### src/rtl/counter_sampler.sv
// counter_sampler: periodically reads a counter over the host bus and reports each sample and its delta
module counter_sampler #(
    parameter int unsigned DataWidth = 32,
    parameter int unsigned AddressWidth = 32,
    parameter logic [AddressWidth-1:0] TargetAddr = 'h40000,
    parameter int unsigned PeriodWidth = 16,
    parameter int unsigned TimeoutCycles = 15
) (
    input  logic                    clk_i,
    input  logic                    rst_i,
    input  logic                    en_i,
    input  logic [PeriodWidth-1:0]  period_i,
    output logic                    host_req_o,
    input  logic                    host_gnt_i,
    output logic [AddressWidth-1:0] host_addr_o,
    output logic                    host_we_o,
    output logic [DataWidth/8-1:0]  host_be_o,
    output logic [DataWidth-1:0]    host_wdata_o,
    input  logic                    host_rvalid_i,
    input  logic [DataWidth-1:0]    host_rdata_i,
    input  logic                    host_err_i,
    output logic                    sample_valid_o,
    output logic [DataWidth-1:0]    sample_data_o,
    output logic [DataWidth-1:0]    sample_delta_o,
    output logic                    sample_err_o,
    output logic                    sample_timeout_o,
    output logic                    busy_o
);
    localparam int unsigned TW = $clog2(TimeoutCycles + 1);

    typedef enum logic [1:0] {IDLE, REQ, RESP, WAIT} state_e;

    state_e                 state_q, state_d;
    logic                   first_q, first_d;
    logic                   valid_q, valid_d;
    logic                   err_q, err_d;
    logic                   tmo_q, tmo_d;
    logic [DataWidth-1:0]   prev_q, prev_d;
    logic [DataWidth-1:0]   data_q, data_d;
    logic [DataWidth-1:0]   delta_q, delta_d;
    logic [TW-1:0]          tcnt_q, tcnt_d;
    logic [PeriodWidth-1:0] wcnt_q, wcnt_d;
    logic                   done;

    if (DataWidth != 32 || TimeoutCycles == 0) begin : g_param_check
        $error("counter_sampler: DataWidth must be 32 and TimeoutCycles at least 1");
    end

    always_comb begin
        state_d = state_q;
        first_d = first_q;
        valid_d = 1'b0;
        err_d   = err_q;
        tmo_d   = tmo_q;
        prev_d  = prev_q;
        data_d  = data_q;
        delta_d = delta_q;
        tcnt_d  = tcnt_q;
        wcnt_d  = wcnt_q;
        done    = 1'b0;
        case (state_q)
            IDLE: begin
                state_d = en_i ? REQ : IDLE;
                first_d = en_i | first_q;
            end
            REQ: begin
                state_d = host_gnt_i ? RESP : REQ;
                tcnt_d  = '0;
            end
            RESP: begin
                tcnt_d = tcnt_q + 1'b1;
                done   = host_rvalid_i || tcnt_q == TW'(TimeoutCycles - 1);
                if (host_rvalid_i && !host_err_i) begin
                    data_d  = host_rdata_i;
                    delta_d = first_q ? '0 : host_rdata_i - prev_q;
                    prev_d  = host_rdata_i;
                    first_d = 1'b0;
                end
                if (done) begin
                    valid_d = 1'b1;
                    err_d   = host_rvalid_i & host_err_i;
                    tmo_d   = !host_rvalid_i;
                    state_d = !en_i ? IDLE : (period_i == '0 ? REQ : WAIT);
                    wcnt_d  = period_i - 1'b1;
                end
            end
            WAIT: begin
                wcnt_d  = wcnt_q - 1'b1;
                state_d = !en_i ? IDLE : (wcnt_q == '0 ? REQ : WAIT);
            end
        endcase
    end

    always_ff @(posedge clk_i) begin
        if (rst_i) begin
            state_q <= IDLE;
            first_q <= 1'b1;
            valid_q <= 1'b0;
            err_q   <= 1'b0;
            tmo_q   <= 1'b0;
            prev_q  <= '0;
            data_q  <= '0;
            delta_q <= '0;
            tcnt_q  <= '0;
            wcnt_q  <= '0;
        end else begin
            state_q <= state_d;
            first_q <= first_d;
            valid_q <= valid_d;
            err_q   <= err_d;
            tmo_q   <= tmo_d;
            prev_q  <= prev_d;
            data_q  <= data_d;
            delta_q <= delta_d;
            tcnt_q  <= tcnt_d;
            wcnt_q  <= wcnt_d;
        end
    end

    assign host_req_o       = state_q == REQ;
    assign host_addr_o      = host_req_o ? TargetAddr : '0;
    assign host_we_o        = 1'b0;
    assign host_be_o        = '1;
    assign host_wdata_o     = '0;
    assign sample_valid_o   = valid_q;
    assign sample_data_o    = data_q;
    assign sample_delta_o   = delta_q;
    assign sample_err_o     = err_q;
    assign sample_timeout_o = tmo_q;
    assign busy_o           = state_q != IDLE;
endmodule
### config.mk
export PLATFORM = sky130hd
export DESIGN_NAME = counter_sampler
export DESIGN_NICKNAME = d
export VERILOG_FILES = /design/src/rtl/counter_sampler.sv
export SDC_FILE = /design/constraint.sdc
export NUM_CORES = 1
export LEC_CHECK = 0
export BUFFER_PORTS_ARGS = -buffer_cell sky130_fd_sc_hd__buf_4
export CORE_MARGIN = 2
export CORE_UTILIZATION = 50
export CTS_CLUSTER_SIZE = 8
export DETAILED_ROUTE_END_ITERATION = 8
export HOLD_SLACK_MARGIN = 0.08
export PLACE_DENSITY = 0.78
export SLEW_MARGIN = 25
export SYNTH_ARGS = -nofsm -noshare
export SYNTH_HDL_FRONTEND = slang
export SYNTH_SLANG_ARGS = --single-unit
### constraint.sdc
create_clock -name clk_i -period 3.5 [get_ports clk_i]
set_input_delay 0 -clock clk_i [delete_from_list [all_inputs] [get_ports clk_i]]
set_output_delay 0 -clock clk_i [all_outputs]
set_load 0.005 [all_outputs]
==> metrics.md <==
| Metric | Value |
|---|---|
| Status | `finished clean` |
| Post-synthesis cell count | `855` |
| Synthesized flop and latch total | `90` |
| RSZ-0062 raised after global routing | `no` |
| Ys async rst share | `0` |
| Ratio of cells with drive above 1 in the final layout | `0.1584` |
| Startpoint Class | `input port` |
| Htree depth | `3` |
| Detail Placement HPWL | `11760 um` |
| Synth Warn # | `0` |
| Synth cell types | `62` |
| Core area | `0.01247 mm2` |
| VDD IR max | `0.0001867 V` |
| # resized after CTS | `0` |
| Final worst path period share | `0.7759` |
| Synth-to-layout area growth | `23.59%` |
| Via density | `between 5 and 6` |
| Leak Pwr | `3.225 nW` |
| TNS Setup | `0 ns` |
| Pwr Density | `between 200 and 300 mW/mm2` |
| Area leader, netlist | `dfxtp_1` |
| Std-Cell Rows | `41` |
| Data required, critical path | `approximately 3.7 ns` |
| Setup crit end kind | `flip-flop` |
| Worst reg2reg startpoint | `sample_data_o[0]$_SDFFE_PP0P_` |
| ANT cells | `0` |
| Worst Setup Path Type | `input port to flip-flop` |
| Launch point of the worst path | `host_rdata_i[0]` |
| CTS tree | `built` |
| Gr usage total | `0.2427` |
| Critical path's top delay family | `compound AO/OA/AOI/OAI gates` |
| Final Hold Viols | `0` |
| Worst Tran Pin Value | `0.9427 ns` |
| CTS max path bufs | `2` |
| Sequential-to-total area share from yosys stat | `0.2852` |
| First-pass GRT wire length | `26450 um` |
| Max-cap violation count | `0` |
| Root buffer cell | `clkbuf_16` |
| Port Buffers | `123` |
| CTS Buf Count | `9` |
| Layout Nets | `between 1000 and 1500` |
| Clock slew at reported path FFs | `0.07 ns` |
| Worst-path cell chain | `dlygate4sd3_1 -> buf_4 -> inv_1 -> ha_1 -> fa_1 -> nand2b_1 -> a21oi_1 -> nor2_1 -> o31ai_1 -> a41oi_1 -> o21ai_1 -> mux2i_1 -> nand3_1` |
| I/O Pins | `192` |
| Min-delay src | `period_i[6]` |
| # DRC | `0` |
| Via count | `6265` |
| Gpl congestion | `0.9683` |
| EDFF count, synth | `0` |
| Top FF cell, synth | `dfxtp_1` |
| Clk_skew | `0.008959 ns` |
| Grt total ovfl | `0` |
| Die span in x | `between 100 and 150 um` |
| DR iter-0 viols | `331` |
| Syn Area/Cell | `7.389 um2` |
| WL/cell | `14.04 um` |
| Initial core utilization | `0.5068` |
| Worst-path maximum fanout | `3` |
| Setup Buffers After CTS | `0` |
| Hold_ws | `0.09150 ns` |
| Initial antenna violation count | `0` |
| Period minus WS final | `2.716 ns` |
| Clock Sink Count | `90` |
| Critical path's slowest cell | `dlygate4sd3_1` |
| Pin count of the biggest net entering global routing | `66` |
| # setup viols final | `0` |
| DIE AREA | `0.01355 mm2` |
| Slew Limit Fails | `0` |
| Hold WC Path Type | `input port to flip-flop` |
| Worst stage delay on the critical path | `0.54 ns` |
| Synth Cell Area | `0.006317 mm2` |
| Slew Limit Headroom | `0.3667` |
| Clock latency at the later pin of the worst-skew pair | `0.34 ns` |
| F_max | `about 370 MHz` |
| Share of the synthesized area in the top cell type | `0.2852` |
| Die height | `116.4 um` |
| Iteration count of the initial detailed-routing pass | `5` |
| Vias in the first global route | `5768` |
| Final WL | `roughly 17000 um` |
| Cells taking the most area after synthesis | `dfxtp_1, buf_4, ha_1, a21oi_1, nand2_1` |
| Antenna-violating nets left | `0` |
| CP arrival | `2.94 ns` |
| WP buf/inv | `3` |
## cells by family after synthesis
kind of cell	share of synthesized area
and+or+nand+nor	0.1971
xor gates and xnor gates	0.04021
buffers and inverters	0.1355
other	0.001189
adders and majority gates	0.08041
AOI/OAI and AO/OA	0.2301
DFF	0.2852
muxes	0.03030
## final cells by class
class | instances | area (um2)
Fill cell | 1144 | 4658
Timing Repair Buffer | 179 | 1459
Tap cell | 172 | 215.2
Inverter | 45 | 168.9
Clock buffer | 11 | 232.7
Sequential cell | 90 | 1802
Clock inverter | 4 | 20.02
Multi-Input combinational cell | 675 | 3910
## worst min-delay path: stages
cell and delay (ns):
buf_4 0.11, xor2_1 0.06, o211ai_1 0.15, a21oi_1 0.06
## final timing paths
path | cells after the start | slack [ns] | endpoint
worst min-delay path | 4 | 0.09 | wcnt_q[6]$_SDFFE_PP0P_
worst min register to register | 2 | 0.46 | sample_delta_o[16]$_SDFFE_PP0P_
worst max register to register | 10 | 0.82 | sample_delta_o[28]$_SDFFE_PP0P_
worst max-delay path | 13 | 0.78 | sample_delta_o[28]$_SDFFE_PP0P_
## sequential cells by signal, summed over array words and instances, names as in the netlist
signal,count
first_q,1
sample_delta_o,32
sample_timeout_o,1
sample_err_o,1
wcnt_q,16
sample_data_o,32
tcnt_q,4
sample_valid_o,1
state_q,2
## stage by stage
step	cells	total power (W)	instance area [um2]	worst slack, ns	util
2_1_floorplan	921	0.001340	6565	0.4652	-
4_1_cts	1176	0.002311	7807	0.8041	0.6263
5_1_grt	1176	0.002398	7807	0.5759	0.6263
3_3_place_gp	1115	0.001403	7094	0.8539	0.5691
3_5_place_dp	1115	0.001405	7094	0.8305	0.5691
6_report	1176	0.002292	7807	0.7844	0.6263
## cells in the mapped netlist, types with 9 or more instances
library cell / n
buf_4: 69
nand4_1: 9
nor3_1: 22
nand3_1: 15
mux2i_1: 18
nor2_1: 67
xor2_1: 15
a22oi_1: 10
o21ai_0: 52
nand2_1: 125
ha_1: 39
dfxtp_1: 90
a21o_1: 18
a21oi_1: 94
xnor2_1: 14
clkbuf_1: 36
inv_1: 45
o211ai_1: 9
## report_power, final
group	internal (W)	switching, W	leakage, nW
Sequential	0.00103	0.00000405	0.725
Clock	0.000473	0.000388	0.129
Combinational	0.000180	0.000219	2.37
Total	0.00168	0.000612	3.22
## metal layers
metal	vias up	global-route usage	wire, um
met3	33	0.03321	1090
met4	0	0.1143	428
li1	3117	-	-
met5	-	0	0
met1	2873	0.3004	7010
met2	242	0.4174	7977
## cells in the final DEF (no fill, tap or decap), types with 10 or more instances in the layout
cell | netlist | routed
mux2i_1 | 18 | 18
conb_1 | 2 | 68
a21o_1 | 18 | 18
nand3_1 | 15 | 15
nand2_1 | 125 | 125
buf_4 | 69 | 133
dfxtp_1 | 90 | 90
dlygate4sd3_1 | 0 | 46
a21oi_1 | 94 | 94
ha_1 | 39 | 39
o21ai_0 | 52 | 52
nor2_1 | 67 | 66
nor3_1 | 22 | 22
xnor2_1 | 14 | 14
xor2_1 | 15 | 15
a22oi_1 | 10 | 10
inv_1 | 45 | 45
## repair_timing
item | in CTS | in global routing
endpoints found under the setup margin | 0 | 0
endpoints found under the hold margin | 49 | 0
hold buffers | 46 | 0
No activity file was read; power rests on OpenSTA's default activity.
